## src/rtl/pkt_stat_pkg.sv

```systemverilog
// Shared types and constants for the pkt_stat_d merged-stream monitor.
package pkt_stat_pkg;

  typedef enum logic {
    ST_IDLE   = 1'b0,
    ST_IN_PKT = 1'b1
  } state_e;

  localparam logic [2:0] ERR_NONE     = 3'd0;
  localparam logic [2:0] ERR_NO_SOP   = 3'd1;
  localparam logic [2:0] ERR_DUP_SOP  = 3'd2;
  localparam logic [2:0] ERR_CHAN_SW  = 3'd3;
  localparam logic [2:0] ERR_BAD_CHAN = 3'd4;
  localparam logic [2:0] ERR_BAD_MTY  = 3'd5;
  localparam logic [2:0] ERR_TOO_LONG = 3'd6;

  localparam int BYTES_PER_BEAT = 2;

endpackage

```

## src/rtl/pkt_stat_d_cnt.sv

```systemverilog
// One channel's saturating packet/byte/error counters with a zero-gated read port.
module pkt_stat_cnt
  import pkt_stat_pkg::*;
#(
  parameter int PKT_CNT_W  = 16,
  parameter int BYTE_CNT_W = 24,
  parameter int ERR_CNT_W  = 8
) (
  input  logic                  clk,
  input  logic                  rst_n,
  input  logic                  clr,
  input  logic                  inc_pkt,
  input  logic [BYTE_CNT_W-1:0] add_byte,
  input  logic                  inc_err,
  input  logic                  rd_sel,
  output logic [PKT_CNT_W-1:0]  rd_pkt,
  output logic [BYTE_CNT_W-1:0] rd_byte,
  output logic [ERR_CNT_W-1:0]  rd_err
);

  logic [PKT_CNT_W-1:0]  pkt_q, pkt_d;
  logic [BYTE_CNT_W-1:0] byte_q, byte_d;
  logic [ERR_CNT_W-1:0]  err_q, err_d;
  logic [BYTE_CNT_W:0]   byte_sum;

  always_comb begin
    pkt_d    = pkt_q;
    byte_d   = byte_q;
    err_d    = err_q;
    byte_sum = {1'b0, byte_q} + {1'b0, add_byte};
    if (clr) begin
      pkt_d  = '0;
      byte_d = '0;
      err_d  = '0;
    end else begin
      if (inc_pkt && (pkt_q != '1)) pkt_d = pkt_q + 1'b1;
      if (inc_pkt) byte_d = byte_sum[BYTE_CNT_W] ? '1 : byte_sum[BYTE_CNT_W-1:0];
      if (inc_err && (err_q != '1)) err_d = err_q + 1'b1;
    end
  end

  always_ff @(posedge clk or negedge rst_n) begin
    if (!rst_n) begin
      pkt_q  <= '0;
      byte_q <= '0;
      err_q  <= '0;
    end else begin
      pkt_q  <= pkt_d;
      byte_q <= byte_d;
      err_q  <= err_d;
    end
  end

  // Unselected channels drive zero so the top can OR all channels together.
  assign rd_pkt  = rd_sel ? pkt_q  : '0;
  assign rd_byte = rd_sel ? byte_q : '0;
  assign rd_err  = rd_sel ? err_q  : '0;

endmodule

```

## src/rtl/pkt_stat_d.sv

```systemverilog
// Framing checker and per-channel statistics for the merged fifo_p stream.
// Optional packet length limit enabled by defining PKT_STAT_LEN_CHK_EN.
module pkt_stat_d
  import pkt_stat_pkg::*;
#(
  parameter int DATA_W     = 16,
  parameter int CHAN_NUM   = 3,
  parameter int PKT_CNT_W  = 16,
  parameter int BYTE_CNT_W = 24,
  parameter int ERR_CNT_W  = 8,
  parameter int MAX_BEATS  = 64
) (
  input  logic                  clk,
  input  logic                  rst_n,
  input  logic [DATA_W-1:0]     din,
  input  logic                  din_vld,
  input  logic                  din_sop,
  input  logic                  din_eop,
  input  logic                  din_mty,
  input  logic [1:0]            din_chan,
  input  logic                  clr,
  input  logic                  rd_req,
  input  logic [1:0]            rd_chan,
  output logic                  stat_vld,
  output logic [PKT_CNT_W-1:0]  stat_pkt,
  output logic [BYTE_CNT_W-1:0] stat_byte,
  output logic [ERR_CNT_W-1:0]  stat_err,
  output logic                  err_pulse,
  output logic [2:0]            err_code
);

`ifdef PKT_STAT_LEN_CHK_EN
  localparam int BEAT_W = $clog2(MAX_BEATS + 1);
`else
  localparam int BEAT_W = BYTE_CNT_W;
  localparam int len_limit_unused = MAX_BEATS;
`endif

  logic din_unused;
  assign din_unused = ^din;

  state_e                state_q, state_d;
  logic                  drop_q, drop_d;
  logic [1:0]            chan_q, chan_d;
  logic [BEAT_W-1:0]     beats_q, beats_d, beats_inc;
  logic [BYTE_CNT_W-1:0] bytes_q, bytes_d, bytes_inc, pkt_total;
  logic [BYTE_CNT_W:0]   bytes_sum, tail_bytes, pkt_sum;
  logic                  err_pulse_q, err_pulse_d;
  logic [2:0]            err_code_q, err_code_d, err_now_code;
  logic                  err_now, err_charge, commit, start;
  logic [1:0]            err_ch, commit_ch;
  logic [BYTE_CNT_W-1:0] commit_bytes;

  // Per-beat framing decision; a sop seen mid-packet reports DUP_SOP and then
  // restarts exactly as from IDLE, but without reporting a second error.
  always_comb begin
    state_d      = state_q;
    drop_d       = drop_q;
    chan_d       = chan_q;
    beats_d      = beats_q;
    bytes_d      = bytes_q;
    err_now      = 1'b0;
    err_now_code = ERR_NONE;
    err_charge   = 1'b0;
    err_ch       = chan_q;
    commit       = 1'b0;
    commit_ch    = chan_q;
    commit_bytes = '0;
    start        = 1'b0;
    beats_inc    = (beats_q == '1) ? beats_q : beats_q + 1'b1;
    bytes_sum    = {1'b0, bytes_q} + (BYTE_CNT_W+1)'(BYTES_PER_BEAT);
    bytes_inc    = bytes_sum[BYTE_CNT_W] ? '1 : bytes_sum[BYTE_CNT_W-1:0];
    tail_bytes   = din_mty ? (BYTE_CNT_W+1)'(BYTES_PER_BEAT - 1) : (BYTE_CNT_W+1)'(BYTES_PER_BEAT);
    pkt_sum      = {1'b0, bytes_q} + tail_bytes;
    pkt_total    = pkt_sum[BYTE_CNT_W] ? '1 : pkt_sum[BYTE_CNT_W-1:0];

    if (clr) begin
      state_d = ST_IDLE;
      drop_d  = 1'b0;
      chan_d  = '0;
      beats_d = '0;
      bytes_d = '0;
    end else if (din_vld) begin
      case (state_q)
        ST_IDLE: begin
          if (!din_sop) begin
            err_now      = 1'b1;
            err_now_code = ERR_NO_SOP;
          end else begin
            start = 1'b1;
          end
        end
        default: begin
          if (drop_q) begin
            if (din_eop) state_d = ST_IDLE;
          end else if (din_sop) begin
            err_now      = 1'b1;
            err_now_code = ERR_DUP_SOP;
            err_charge   = 1'b1;
            start        = 1'b1;
          end else if (din_chan != chan_q) begin
            err_now      = 1'b1;
            err_now_code = ERR_CHAN_SW;
            err_charge   = 1'b1;
            state_d      = ST_IDLE;
          end else if (din_mty && !din_eop) begin
            err_now      = 1'b1;
            err_now_code = ERR_BAD_MTY;
            err_charge   = 1'b1;
            state_d      = ST_IDLE;
          end else begin
            beats_d = beats_inc;
            bytes_d = bytes_inc;
`ifdef PKT_STAT_LEN_CHK_EN
            if (int'(beats_q) >= MAX_BEATS) begin
              err_now      = 1'b1;
              err_now_code = ERR_TOO_LONG;
              err_charge   = 1'b1;
              state_d      = ST_IDLE;
            end else
`endif
            if (din_eop) begin
              commit       = 1'b1;
              commit_bytes = pkt_total;
              state_d      = ST_IDLE;
            end
          end
        end
      endcase

      if (start) begin
        if (int'(din_chan) >= CHAN_NUM) begin
          if (!err_now) begin
            err_now      = 1'b1;
            err_now_code = ERR_BAD_CHAN;
          end
          drop_d  = 1'b1;
          state_d = din_eop ? ST_IDLE : ST_IN_PKT;
        end else if (din_mty && !din_eop) begin
          if (!err_now) begin
            err_now      = 1'b1;
            err_now_code = ERR_BAD_MTY;
            err_charge   = 1'b1;
            err_ch       = din_chan;
          end
          state_d = ST_IDLE;
        end else if (din_eop) begin
          commit       = 1'b1;
          commit_ch    = din_chan;
          commit_bytes = tail_bytes[BYTE_CNT_W-1:0];
          state_d      = ST_IDLE;
        end else begin
          drop_d  = 1'b0;
          chan_d  = din_chan;
          beats_d = BEAT_W'(1);
          bytes_d = BYTE_CNT_W'(BYTES_PER_BEAT);
          state_d = ST_IN_PKT;
        end
      end
    end

    if (state_d == ST_IDLE) drop_d = 1'b0;
    err_pulse_d = err_now;
    err_code_d  = err_now ? err_now_code : err_code_q;
  end

  logic [PKT_CNT_W-1:0]  rd_pkt  [CHAN_NUM];
  logic [BYTE_CNT_W-1:0] rd_byte [CHAN_NUM];
  logic [ERR_CNT_W-1:0]  rd_err  [CHAN_NUM];

  for (genvar g = 0; g < CHAN_NUM; g++) begin : gen_chan
    pkt_stat_cnt #(
      .PKT_CNT_W  (PKT_CNT_W),
      .BYTE_CNT_W (BYTE_CNT_W),
      .ERR_CNT_W  (ERR_CNT_W)
    ) u_cnt (
      .clk      (clk),
      .rst_n    (rst_n),
      .clr      (clr),
      .inc_pkt  (commit && (commit_ch == 2'(g))),
      .add_byte (commit_bytes),
      .inc_err  (err_charge && (err_ch == 2'(g))),
      .rd_sel   (rd_chan == 2'(g)),
      .rd_pkt   (rd_pkt[g]),
      .rd_byte  (rd_byte[g]),
      .rd_err   (rd_err[g])
    );
  end

  logic                  stat_vld_q, stat_vld_d;
  logic [PKT_CNT_W-1:0]  stat_pkt_q, stat_pkt_d, pkt_any;
  logic [BYTE_CNT_W-1:0] stat_byte_q, stat_byte_d, byte_any;
  logic [ERR_CNT_W-1:0]  stat_err_q, stat_err_d, err_any;

  // Out-of-range rd_chan selects no channel, so the OR naturally returns zero.
  always_comb begin
    pkt_any  = '0;
    byte_any = '0;
    err_any  = '0;
    for (int i = 0; i < CHAN_NUM; i++) begin
      pkt_any  = pkt_any  | rd_pkt[i];
      byte_any = byte_any | rd_byte[i];
      err_any  = err_any  | rd_err[i];
    end
    stat_vld_d  = rd_req;
    stat_pkt_d  = rd_req ? pkt_any  : '0;
    stat_byte_d = rd_req ? byte_any : '0;
    stat_err_d  = rd_req ? err_any  : '0;
  end

  always_ff @(posedge clk or negedge rst_n) begin
    if (!rst_n) begin
      state_q     <= ST_IDLE;
      drop_q      <= 1'b0;
      chan_q      <= '0;
      beats_q     <= '0;
      bytes_q     <= '0;
      err_pulse_q <= 1'b0;
      err_code_q  <= ERR_NONE;
      stat_vld_q  <= 1'b0;
      stat_pkt_q  <= '0;
      stat_byte_q <= '0;
      stat_err_q  <= '0;
    end else begin
      state_q     <= state_d;
      drop_q      <= drop_d;
      chan_q      <= chan_d;
      beats_q     <= beats_d;
      bytes_q     <= bytes_d;
      err_pulse_q <= err_pulse_d;
      err_code_q  <= err_code_d;
      stat_vld_q  <= stat_vld_d;
      stat_pkt_q  <= stat_pkt_d;
      stat_byte_q <= stat_byte_d;
      stat_err_q  <= stat_err_d;
    end
  end

  assign stat_vld  = stat_vld_q;
  assign stat_pkt  = stat_pkt_q;
  assign stat_byte = stat_byte_q;
  assign stat_err  = stat_err_q;
  assign err_pulse = err_pulse_q;
  assign err_code  = err_code_q;

endmodule
```

## config.mk

```make
export PLATFORM = sky130hd
export DESIGN_NAME = pkt_stat_d
export DESIGN_NICKNAME = d
export VERILOG_FILES = /design/src/rtl/pkt_stat_pkg.sv /design/src/rtl/pkt_stat_d_cnt.sv /design/src/rtl/pkt_stat_d.sv
export SDC_FILE = /design/constraint.sdc
export NUM_CORES = 1
export LEC_CHECK = 0
export CAP_MARGIN = 40
export CELL_PAD_IN_SITES_DETAIL_PLACEMENT = 0
export CELL_PAD_IN_SITES_GLOBAL_PLACEMENT = 2
export CORE_MARGIN = 2
export CORE_UTILIZATION = 35
export CTS_BUF_LIST = sky130_fd_sc_hd__clkbuf_4
export DETAILED_ROUTE_END_ITERATION = 8
export PLACE_DENSITY = 0.8
export SLEW_MARGIN = 20
export SYNTH_ARGS = -nofsm -noshare
export SYNTH_HDL_FRONTEND = slang
export SYNTH_SLANG_ARGS = --single-unit
export TNS_END_PERCENT = 30
```

## constraint.sdc

```tcl
create_clock -name clk -period 4 [get_ports clk]
set_input_delay 0.8 -clock clk [delete_from_list [all_inputs] [get_ports clk]]
set_output_delay 0.8 -clock clk [all_outputs]
set_load 0.01 [all_outputs]
```

==> metrics.txt <==
min-delay worst type input port to flip-flop; Net Count, Synth 1853; Netlist cell types 88; placement row count 76; Worst Setup Slack, final -351 ps; RSZ-0062 raised after global routing true; Seq pwr share 0.469; Routed WL per cell 17.7 um; pin count of the biggest net entering global routing 83; Fill cells 4245; status finished, violations left; Combinational Power Share 0.070; total number of vias 14500; CTS H-tree depth 3; switching power 1310 uW; layout cells sized above 1 0.269; total power 4930 uW; drt via density 5.25; Sw Ratio 0.266; CORE AREA 43000 um^2; crit end category flip-flop; die area 45100 um^2; Sink Count 225; pre-CTS WS -1490 ps; Ys Warns 0; R2R Setup Slk -340 ps; post-synth top area share 0.371; DP HPWL 36000 um; Clk pwr share 0.461; vias in the first global route 14600; Pwr per Cell Area 243 nW/um^2; Die W 212 um; fin nets 2239; Cells after Synth 1749; drc violations 0; # IOs 81; Total GRT Usage 0.223; Die Height 212 um; Final GP Congestion 0.902; Max-slew headroom 0.432; EDFF count, synth 0; Peak VDD IR 0.169 mV; Pleak 0.00965 uW; post-synthesis register bit count 225; sequential share of the synthesized area 0.371; initial drt markers 898; crit share post-route 1.09; CTS buffer count 69; Pre-antenna DRT Iters 5; CTS tree done; Final Hold Fails 0; Max Slew Vio Count 0; Setup violations, final 72; first-pass GRT wire length 78700 um; Initial Util 0.353; Critical Path RT 4640 ps; Routed Wire Length 49100 um; Synth-to-Final Area Change 33.4%; Post-synth ARST share 1.00; Post-Syn Area 15200 um^2; post-route ant nets 0; max frequency 230 MHz; Syn Area/Cell 8.68 um^2; CP Data Arrival Time 5000 ps; worst skew pair latency 800 ps; cell taking the most area after synthesis dfrtp_1; initial antenna violation count 2; Port Buffers 64; crit-path max FO 3; Critical Path Start Type input port; ys flop type dfrtp_1; Worst-path clk slew 60 ps; minimum clock period 4350 ps; Final Cell Area 20300 um^2; register area 5630 um^2; failing checks setup timing; area of the multi-input gates 9500 um^2; P_int 3620 uW; Placed Area 18800 um^2; CTS Root Cell clkbuf_4; clk_skew 43.5 ps; worst hold slack 351 ps; CTS max path bufs 3; Max Cap Viol 0; worst slew pin tran 852 ps; Synth area leaders dfrtp_1, ha_1, a21oi_1; GRT Residual Overflow 0; kind of critical path input port to flip-flop
[cells in the mapped netlist, types with 24 or more instances]
master	count
and2_1	55
nand3_1	65
inv_1	35
xnor2_1	57
o21ai_0	129
clkbuf_1	66
a31oi_1	35
dfrtp_1	225
mux2i_1	57
xor2_1	69
a21oi_1	133
nor3_1	48
nand4_1	32
a21o_1	45
ha_1	72
nor2_1	160
and3_1	24
nand2_1	169
[flip-flops by register name, indices dropped and copies added, names as in the netlist, 2 cells and up]
register and cells:
gen_chan.u_cnt.byte_q 72, gen_chan.u_cnt.pkt_q 48, bytes_q 24, gen_chan.u_cnt.err_q 24
stat_byte 24, stat_pkt 16, stat_err 8, err_code 3
chan_q 2
[critical path, cell delays in order]
cell	delay, ps
clkdlybuf4s50_1	490
xor2_2	200
buf_4	160
nor4_2	350
buf_4	200
o21ai_0	80
a31oi_1	570
ha_1	270
nand3_1	130
a211o_1	260
o21bai_1	170
a21oi_2	220
buf_4	170
nor2_1	50
maj3_1	360
o21bai_1	170
xor2_1	80
o31a_1	240
[power by group through the flow]
stage                     clock [uW]  sequential, uW  combinational (uW)
after floorplan                    0            2350                 156
after global placement             0            2350                 338
after detailed placement           0            2350                 343
after CTS                       2360            2310                 346
after global routing            2510            2310                 381
final                           2270            2310                 346
[cell families after synthesis]
kind of cell | count (synthesis) | share of synthesized area
and+or+nand+nor | 629 | 0.201
AOI/OAI and AO/OA | 493 | 0.210
DFF | 225 | 0.371
buffers and inverters | 134 | 0.0369
xor gates and xnor gates | 127 | 0.0737
adders and majority gates | 83 | 0.0693
muxes | 58 | 0.0383
[per-layer routing]
layer,vias up,GRT usage,share of wire
met4,0,0.0755,0.023
met2,350,0.348,0.45
met5,-,0,0
met3,89,0.0443,0.053
li1,7101,-,-
met1,7007,0.308,0.47
[cell type report]
class | count | share of cell area
Antenna cell | 4 | 0.000494
Clock buffer | 106 | 0.0393
Clock inverter | 13 | 0.00290
Inverter | 35 | 0.00649
Tap cell | 585 | 0.0361
Sequential cell | 225 | 0.278
Timing Repair Buffer | 414 | 0.168
Multi-Input combinational cell | 1390 | 0.469
[final timing paths]
| check | start | end | depth (start not counted) |
|---|---|---|---|
| setup / recovery | din_chan[1] | gen_chan[0].u_cnt.byte_q[16]$_DFFE_PN0P_ | 18 |
| hold / removal | clr | bytes_q[1]$_DFFE_PN0P_ | 3 |
| setup reg to reg | bytes_q[0]$_DFFE_PN0P_ | gen_chan[0].u_cnt.byte_q[18]$_DFFE_PN0P_ | 26 |
| hold reg to reg | err_code[0]$_DFFE_PN0P_ | err_code[0]$_DFFE_PN0P_ | 1 |
| max in group asynchronous | rst_n | stat_byte[15]$_DFF_PN0_ | 3 |
| min in group asynchronous | rst_n | bytes_q[9]$_DFFE_PN0P_ | 2 |
[cells in the final DEF, fill, tap and decap left out, types with 8 or more instances in the layout]
cell type and count:
o21ai_0 112, a31oi_1 31, nor3_2 16, o31ai_1 9, clkdlybuf4s50_1 60, a21o_1 45
nor2b_1 13, xor2_1 69, nand2_1 169, nand3_1 64, o21a_1 11, and2_1 55
o211ai_1 13, a22o_1 11, nand4_1 32, clkbuf_4 106, o31a_1 8, ha_1 68
o21ai_1 11, nand2b_1 10, clkinv_1 8, a21oi_1 116, o21ai_2 12, a21oi_2 19
inv_1 31, or3_1 15, nor3_1 32, mux2i_1 57, buf_4 334, dfrtp_1 224
and3_1 24, nor2_1 156, xnor2_1 57
[per-stage QoR]
step	TNS [ps]	util	std cells
after global routing	-30800	0.471	2771
after global placement	-91860	0.438	2632
after CTS	-15440	0.465	2763
after detailed placement	-100170	0.438	2634
after floorplan	-30610	-	1749
final	-13060	0.471	2772
[timing repair]
item,CTS,global route
resized for setup,51,53
pin swaps,41,27
setup endpoints to repair,72,72
hold buffers,1,0
gates cloned,1,0
endpoints found under the hold margin,1,0
buffers inserted,8,8
No activity file was read; power rests on OpenSTA's default activity.
